`config.mk`:
```
export PLATFORM = sky130hd
export DESIGN_NAME = shift_serializer
export DESIGN_NICKNAME = d
export VERILOG_FILES = /design/src/rtl/shift_serializer_pkg.sv /design/src/rtl/shift_serializer.sv
export SDC_FILE = /design/constraint.sdc
export NUM_CORES = 1
export LEC_CHECK = 0
export ABC_CLOCK_PERIOD_IN_PS = 3010
export CAP_MARGIN = 20
export CORE_UTILIZATION = 40
export DETAILED_ROUTE_END_ITERATION = 10
export PLACE_DENSITY_LB_ADDON = 0.08
export SYNTH_ARGS = -nofsm -noshare
export SYNTH_HDL_FRONTEND = slang
export SYNTH_SLANG_ARGS = --single-unit
```
`constraint.sdc`:
```
create_clock -name Core_clk -period 3.01 [get_ports Core_clk]
set_input_delay 0.602 -clock Core_clk [delete_from_list [all_inputs] [get_ports Core_clk]]
set_output_delay 0.602 -clock Core_clk [all_outputs]
set_load 0.02 [all_outputs]
```
`src/rtl/shift_serializer_pkg.sv`:
```
// Shared definitions for the bit-serial transmit/receive pair.
// Word width default and counter sizing live here so both ends agree.
package shift_serializer_pkg;

    localparam int unsigned SHIFT_WIDTH = 17;

    typedef enum logic {
        IDLE  = 1'b0,
        SHIFT = 1'b1
    } state_e;

    function automatic int unsigned cnt_width(input int unsigned width);
        return $clog2(width + 1);
    endfunction

endpackage

```
`src/rtl/shift_serializer.sv`:
```
// Parallel-to-serial transmitter: one WIDTH-bit word in, MSB-first bit stream out,
// with zero-bubble back-to-back loading and a synchronous flush.
module shift_serializer
    import shift_serializer_pkg::*;
#(
    parameter int unsigned WIDTH = SHIFT_WIDTH,
    parameter int unsigned CNT_W = cnt_width(WIDTH)
) (
    input  logic             Core_clk,
    input  logic             Core_resetn,
    input  logic             io_dataIn_valid,
    output logic             io_dataIn_ready,
    input  logic [WIDTH-1:0] io_dataIn_payload,
    output logic             io_dataOut_valid,
    input  logic             io_dataOut_ready,
    output logic             io_dataOut_payload,
    input  logic             io_resetBuffer,
    output logic             io_busy,
    output logic [CNT_W-1:0] io_bitsLeft,
    output logic             io_wordDone
);

    state_e           state_q, state_d;
    logic [WIDTH-1:0] shift_q, shift_d;
    logic [CNT_W-1:0] count_q, count_d;
    logic             done_q, done_d;

    logic in_fire;
    logic out_fire;
    logic last_bit;

    always_ff @(posedge Core_clk or negedge Core_resetn) begin
        if (!Core_resetn) begin
            state_q <= IDLE;
            shift_q <= '0;
            count_q <= '0;
            done_q  <= 1'b0;
        end else begin
            state_q <= state_d;
            shift_q <= shift_d;
            count_q <= count_d;
            done_q  <= done_d;
        end
    end

    always_comb begin
        io_dataIn_ready    = 1'b0;
        io_dataOut_valid   = 1'b0;
        io_dataOut_payload = shift_q[WIDTH-1];
        io_busy            = (state_q == SHIFT);
        io_bitsLeft        = count_q;
        io_wordDone        = done_q;
        last_bit           = (state_q == SHIFT) && (count_q == CNT_W'(1));
        if (!io_resetBuffer) begin
            // Ready may follow the sink's ready combinationally on the final bit.
            io_dataIn_ready  = (state_q == IDLE) || (last_bit && io_dataOut_ready);
            io_dataOut_valid = (state_q == SHIFT);
        end
        in_fire  = io_dataIn_valid && io_dataIn_ready;
        out_fire = io_dataOut_valid && io_dataOut_ready;
    end

    always_comb begin
        state_d = state_q;
        shift_d = shift_q;
        count_d = count_q;
        done_d  = 1'b0;
        if (io_resetBuffer) begin
            state_d = IDLE;
            shift_d = '0;
            count_d = '0;
        end else begin
            unique case (state_q)
                IDLE: begin
                    if (in_fire) begin
                        state_d = SHIFT;
                        shift_d = io_dataIn_payload;
                        count_d = CNT_W'(WIDTH);
                    end
                end
                SHIFT: begin
                    if (out_fire) begin
                        shift_d = {shift_q[WIDTH-2:0], 1'b0};
                        count_d = count_q - CNT_W'(1);
                        if (last_bit) begin
                            done_d = 1'b1;
                            if (in_fire) begin
                                shift_d = io_dataIn_payload;
                                count_d = CNT_W'(WIDTH);
                            end else begin
                                state_d = IDLE;
                            end
                        end
                    end
                end
                default: state_d = IDLE;
            endcase
        end
    end

endmodule

```
Yosys cells after proc, flatten, opt, wreduce, memory -nomap -nowiden:

Index checks and enable logic that the tools add are counted.

* bits in registers: 24
* input port bits: 22
* output and inout bits: 10
* logic and storage cells: 38

* $add $sub $neg: 1
* equality and inequality tests: 3
* muxes and demuxes: 23
* bitwise gates (word level): 1
* reductions and logical operators: 6

Operators with widths (number)
* 17-bit two-way mux: 5
* 17-bit case mux with 2 select lines: 1
* 5-bit two-way mux: 5
* 1-bit two-way mux: 10
* 5-bit case mux with 2 select lines: 1
* 5-bit by 1-bit == test with 1-bit output (second input constant): 1
* 5-bit by 1-bit subtractor with 5-bit output (second input constant): 1
* 1-bit logical AND: 4
* 3-bit by 2-bit != test with 1-bit output (second input constant): 1
* 3-bit != test (second input constant): 1
* 1-bit case mux with 2 select lines: 1
* 2-bit AND reduction: 1
* 1-bit logical OR: 1
* 1-bit NOT: 1

Logic depth before layout (Yosys ltp):

Gate-level depths: netlist of the first run.

* depth after elaboration: 11
* depth in mapped cells: 8
* depth with buffers taken out: 6

Worst setup path before layout of the first run:

No wires, ideal clock.

* path type: register to output
* start: register count_q[1], in the netlist io_bitsLeft[1]
* end: output port io_dataIn_ready
* arrival: 1.310 ns
* data required time: 2.408 ns
* path slack: 1.098 ns
* cell stages (with the launch flop): 6
* buffers on the path: 0
* path through: dfrtp_1 > inv_1 > ha_1 > and3b_1 > nand2_1 > a21oi_1

* word-level cells in the longest chain between the ends: 5

RTL lines
* start, declared: RTL line shift_serializer.sv:25 `logic [CNT_W-1:0] count_q, count_d;`
* start signal, assigned: RTL line shift_serializer.sv:41 `count_q <= count_d;`
* 5-bit by 1-bit == test with 1-bit output: RTL line shift_serializer.sv:53 `last_bit = (state_q == SHIFT) && (count_q == CNT_W'(1));`
* 1-bit logical AND: RTL line shift_serializer.sv:53
* 1-bit logical AND: RTL line shift_serializer.sv:56 `io_dataIn_ready = (state_q == IDLE) || (last_bit && io_dataOut_ready);`
* 1-bit logical OR: RTL line shift_serializer.sv:56
* 1-bit two-way mux: RTL line shift_serializer.sv:54 `if (!io_resetBuffer) begin`
* end, declared: RTL line shift_serializer.sv:12 `output logic io_dataIn_ready,`

No other way between the ends.

Final worst setup path of the first run:

* start: input port io_dataOut_ready
* end: output port io_dataIn_ready

* word-level cells in the longest chain between the ends: 3

RTL lines
* start, declared: RTL line shift_serializer.sv:15 `input logic io_dataOut_ready,`
* 1-bit logical AND: RTL line shift_serializer.sv:56
* 1-bit logical OR: RTL line shift_serializer.sv:56
* 1-bit two-way mux: RTL line shift_serializer.sv:54

No other way between the ends.

==> run metrics, run 1 <==
status complete, but fails checks; violated checks design-rule violations; H-tree levels 1; Worst Setup End Kind primary output; FMAX ~360 MHz; Post-synth top cells dfrtp_1 (24), nand2_1 (21), mux2i_1 (17); register area share after synthesis between 40% and 50%; Max-Cap Viols 0; CTS Hold Bufs 0; fin nets 174; final hold viol count 0; Leakage approximately 0.76 nW; area of the multi-input gates between 500 and 600 sq um; clk_skew 0.0107 ns; Clock Pin Slew Worst Setup and Hold Paths between 0.1 and 0.15 ns; count leader, synth dfrtp_1; Critical Path RT between 2 and 2.5 ns; # port buffers 31; critical-path maximum fanout 3; max-slew violations 0; drt wl/cell roughly 14 um; power density cells about 440 nW/um^2; GRT met1 Usage approximately a fifth; Clock Tree Buf Depth 2; area grow syn2layout 27.6%; Post-Layout Cell Count between 150 and 200; FF-to-FF path depth 5; Setup Viol. Count Final 0; placer congestion estimate 0.831; Mapped Cells roughly 120; total track usage roughly 16%; ant diodes 0; initial antenna violation count 0; core footprint 2830 sq um; die area ~3300 sq um; CTS-repair resized insts 0; Post-synth top flop dfrtp_1; share of cells above drive strength 1 slightly below 9%; io pins 32; dominant cells by area after synthesis dfrtp_1 (49%), mux2i_1 (14%), o21ai_1 (6.5%); Fin Hold WS 0.496 ns; Vias about 950; vias in the first global route about 950; worst slew pin tran 0.744 ns; placed cell count about 180; worst rel slew slack just over 50%; Worst Hold Class register to register; Post-synth ARST share between 90% and 100%; largest net degree at the start of global routing 25; Die W around 57 um; Post-synth EDFFs 0; DR DRC count 2; Post-CTS Setup Bufs 0; Fill cells roughly 260; CTS root buf clkbuf_4; post-route ant nets 0; syn_nets between 100 and 150; TritonCTS clock tree built; Max IR drop VDD approximately 0.19 mV; vias per cell 5.29; met2 Use GR 27.6%; RSZ-0062 raised after global routing no; height of the die 57.5 um; Post-Syn Area between 1000 and 1500 sq um; Worst EP arrival 2.15 ns; router iterations before antenna repair 10; GR Util met3 around 2.5%; total global routing overflow 0; Synth area leader dfrtp_1; drt total wl roughly 2.5 mm; worst hold path depth 2; syn_area_per_cell about 11 sq um; Startpoint Class input port; Synth cell types 30; first-pass GRT wire length about 4.2 mm; Post-DP HPWL around 1.8 mm; initial core utilization ~43%; Clock Sinks 24; register area 601 sq um; setup TNS 0 ns; minimum clock period after layout 2.75 ns; insertion delay to the later sink of the worst-skew pair approximately 0.31 ns; FP Rows 19; FF+latch count, synth 24; Synth top area share between 40% and 50%; Tcrit/Tclk final just over 90%; CTS Buf Count 3; Setup CP Type input port to primary output; GR peak layer met2; initial DRC count 38; Syn. warnings 0
-- critical path, cell delays in order --
cell and delay, ns:
clkdlybuf4s50_1 0.49, and3b_1 0.19, nand2_1 0.09, a21oi_1 0.16, clkdlybuf4s50_1 0.62
-- cell families after synthesis --
kind of cell / synth area share, %
compound gates: 14.8
fa+ha+maj: 2.03
buf+inv: 8.04
flops: 48.8
mux: 13.8
simple gates: 12.5
-- report_power, final --
group          leakage (nW)  switching (mW)  internal, mW  total (mW)
Sequential            0.322          0.0173         0.345       0.363
Clock                0.0210          0.0933        0.0738       0.167
Combinational         0.415          0.0803        0.0805       0.161
Total                 0.757           0.191         0.500       0.690
-- per-layer routing --
layer	vias up	wire (um)
li1	469	-
met1	459	1150
met2	21	1210
met3	4	110
met4	0	44
met5	-	0
-- per-stage QoR --
stage	total power, mW	instance area, sq um	util [%]	setup WS (ns)
after floorplan	0.467	1230	-	1.10
after global placement	0.527	1530	54.2	0.331
after detailed placement	0.532	1530	54.2	0.277
after CTS	0.700	1570	55.5	0.273
after global routing	0.733	1570	55.5	0.182
final	0.690	1570	55.5	0.263
-- cells in the final DEF, fill, tap and decap left out, drive strengths merged, types with 2 or more instances in the layout --
cell type	Yosys	final
a21oi	3	3
mux2i	17	17
dfrtp	24	24
o21ai	17	17
clkbuf	1	4
ha	2	2
clkdlybuf4s50	0	31
inv	6	6
nand2	21	21
nor2	4	4
o31ai	2	2
buf	6	4
-- worst paths after layout --
| kind | startpoint | to | slack [ns] |
|---|---|---|---|
| worst max-delay path | io_dataOut_ready | io_dataIn_ready | 0.26 |
| worst min-delay path | shift_q[13] | shift_q[13] | 0.50 |
| worst max register to register | io_busy | shift_q[1] | 1.16 |
| worst min register to register | shift_q[13] | shift_q[13] | 0.50 |
| max in group asynchronous | Core_resetn | shift_q[2] | 2.13 |
| min in group asynchronous | Core_resetn | shift_q[16] | 0.63 |
-- cell type report --
| class | instances | share of cell area (%) |
|---|---|---|
| clock buffer | 4 | 2.31 |
| inverter | 6 | 1.44 |
| multi-input combinational | 80 | 33.8 |
| sequential | 24 | 38.3 |
| tap | 31 | 2.47 |
| timing repair buffer | 35 | 21.7 |
-- sequential cells by signal, summed over array words and instances (netlist names) --
signal and count:
io_bitsLeft 5, io_busy 1, io_wordDone 1, shift_q 17
No activity file was read; power rests on OpenSTA's default activity.
==> run 2: changes to the inputs <==
--- a/config.mk
+++ b/config.mk
@@ -10,3 +10,5 @@
 export CORE_UTILIZATION = 40
+export CTS_CLUSTER_DIAMETER = 80
 export DETAILED_ROUTE_END_ITERATION = 10
+export GPL_TIMING_DRIVEN = 0
 export PLACE_DENSITY_LB_ADDON = 0.08
==> constraint.sdc (replaced) <==
create_clock -name Core_clk -period 3.01 [get_ports Core_clk]
set_input_delay 0.4515 -clock Core_clk [delete_from_list [all_inputs] [get_ports Core_clk]]
set_output_delay 0.4515 -clock Core_clk [all_outputs]
set_load 0.02 [all_outputs]
==> run metrics, run 2 (same netlist as run 1, synthesis figures left out) <==
Setup Viol. Count Final 0 (unchanged); DR DRC count 2 (unchanged); drt wl/cell 13.8 um (-1.5%); max incr delay on CP 0.62 ns (about the same); total track usage 17.2% (+0.90 points); FP Rows 19 (unchanged); critical path's slowest cell clkdlybuf4s50_1; Reg with most FFs shift_q; first-pass GRT wire length 4.28 mm (+2.5%); router iterations before antenna repair 9 (-1); CTS Hold Bufs 0 (unchanged); Vias 952 (-0.10%); M1 WL 1.16 mm (+0.96%); Worst Hold Class input port to async pin; # port buffers 31 (unchanged); Max IR drop VDD 0.235 mV (+23%); worst rel slew slack 67.7% (+17 points); Startpoint Class register; area grow syn2layout 33.9%; Post-DP HPWL 1.85 mm (+4.5%); commonest non-fill, non-tap cell in the layout clkdlybuf4s50_1; die area 3300 sq um (unchanged); DR WL met3 89 um (-19%); violated checks design-rule violations; initial core utilization 43.5% (unchanged); placed cell count 179 (+1.7%); H-tree levels 1 (unchanged); core footprint 2830 sq um (unchanged); uppermost routed layer met4; Leakage 0.795 nW (+4.9%); fin nets 178 (+2.3%); Die W 57.5 um (unchanged); setup TNS 0 ns (unchanged); ant diodes 0 (unchanged); minimum clock period after layout 2.53 ns (-0.217 ns); initial antenna violation count 0 (unchanged); CTS-repair resized insts 0 (unchanged); share of cells above drive strength 1 10.5% (+1.7 points); height of the die 57.5 um (unchanged); largest net degree at the start of global routing 25 (unchanged); Clock Tree Buf Depth 2 (unchanged); WL met2 1.26 mm (+4.3%); Worst Setup End Kind primary output; Total Power Consumption 774 uW (+12%); Setup CP Type register to primary output; initial DRC count 27 (-29%); most frequent cells in the layout clkdlybuf4s50_1 (31), dfrtp_1 (24), nand2_1 (21); Worst EP arrival 2.08 ns (-0.07 ns); vias per cell 5.17 (-2.3%); Clock Sinks 24 (unchanged); power density cells 470 nW/um^2 (+6.9%); worst slew pin tran 0.483 ns (-0.261 ns); placer congestion estimate 0.728 (-12%); insertion delay to the later sink of the worst-skew pair 0.32 ns (about the same); status complete, but fails checks; critical-path maximum fanout 5 (+2); RSZ-0062 raised after global routing no; vias in the first global route 953 (+0.85%); max reg flops 17 (unchanged); CTS root buf clkbuf_4; Max-Cap Viols 0 (unchanged); io pins 32 (unchanged); Clock Pin Slew Worst Setup and Hold Paths 0.14 ns (+0.02 ns); Tcrit/Tclk final 84.1% (-7.2 points); drt total wl 2.53 mm (+0.68%); total global routing overflow 0 (unchanged); TritonCTS clock tree built; Layout Utilization 58.2% (+2.7 points); final hold viol count 0 (unchanged); Critical Path RT 2.56 ns (+0.15 ns); CTS Buf Count 3 (unchanged); clk_skew 0.00526 ns (-0.00544 ns); max-slew violations 0 (unchanged); post-route ant nets 0 (unchanged); Post-Layout Cell Count 184 (+2.2%); crit-path cells inv_1, ha_1, and3b_1, nand2_1, a21oi_1, clkdlybuf4s50_1; Post-CTS Setup Bufs 0 (unchanged); FMAX 395 MHz (+8.6%)
run 2: final cells by class:
cell class,instances,area (sq um)
Tap cell,31,38.8
Multi-Input combinational cell,80,531
Clock inverter,1,30.0
Sequential cell,24,601
Buffer,7,76.3
Inverter,6,22.5
Timing Repair Buffer,32,325
Clock buffer,3,22.5
Fill cell,264,1180
run 2: worst max-delay path: cells and delay by family (launching register included):
family | cells | cell delay, ns
simple gates | 2 | 0.27
compound gates | 1 | 0.17
fa+ha+maj | 1 | 0.15
buf+inv | 2 | 0.72
flops | 1 | 0.45
run 2: per-layer routing:
metal	vias to the layer above	GRT usage [%]
li1	477	-
met1	456	21.3
met2	17	30.1
met3	2	4.31
met4	0	4.18
met5	-	0
run 2: stage by stage:
step                      area [sq um]  hold WS [ns]  setup WS [ns]
final                             1650         0.439          0.480
after floorplan                   1230         0.156           1.24
after CTS                         1630         0.508          0.477
after global placement            1580         0.462          0.608
after global routing              1650         0.446          0.345
after detailed placement          1580         0.476          0.579
run 2: power breakdown:
part / internal [mW] / leakage (nW) / switching [mW]
Clock: 0.135 / 0.0279 / 0.103
Combinational: 0.0912 / 0.445 / 0.0830
Sequential: 0.345 / 0.322 / 0.0171
Total: 0.571 / 0.795 / 0.203
run 2: final timing paths:
kind / depth (start not counted) / end / start / slack, ns
max reg2reg: 8 / shift_q[6] / io_bitsLeft[1] / 1.20
max: 6 / io_dataIn_ready / io_bitsLeft[1] / 0.48
min reg2reg: 2 / shift_q[15] / shift_q[15] / 0.50
min in group Core_clk: 2 / shift_q[15] / shift_q[15] / 0.50
max in group asynchronous: 2 / io_bitsLeft[0] / Core_resetn / 2.10
min: 1 / shift_q[3] / Core_resetn / 0.44
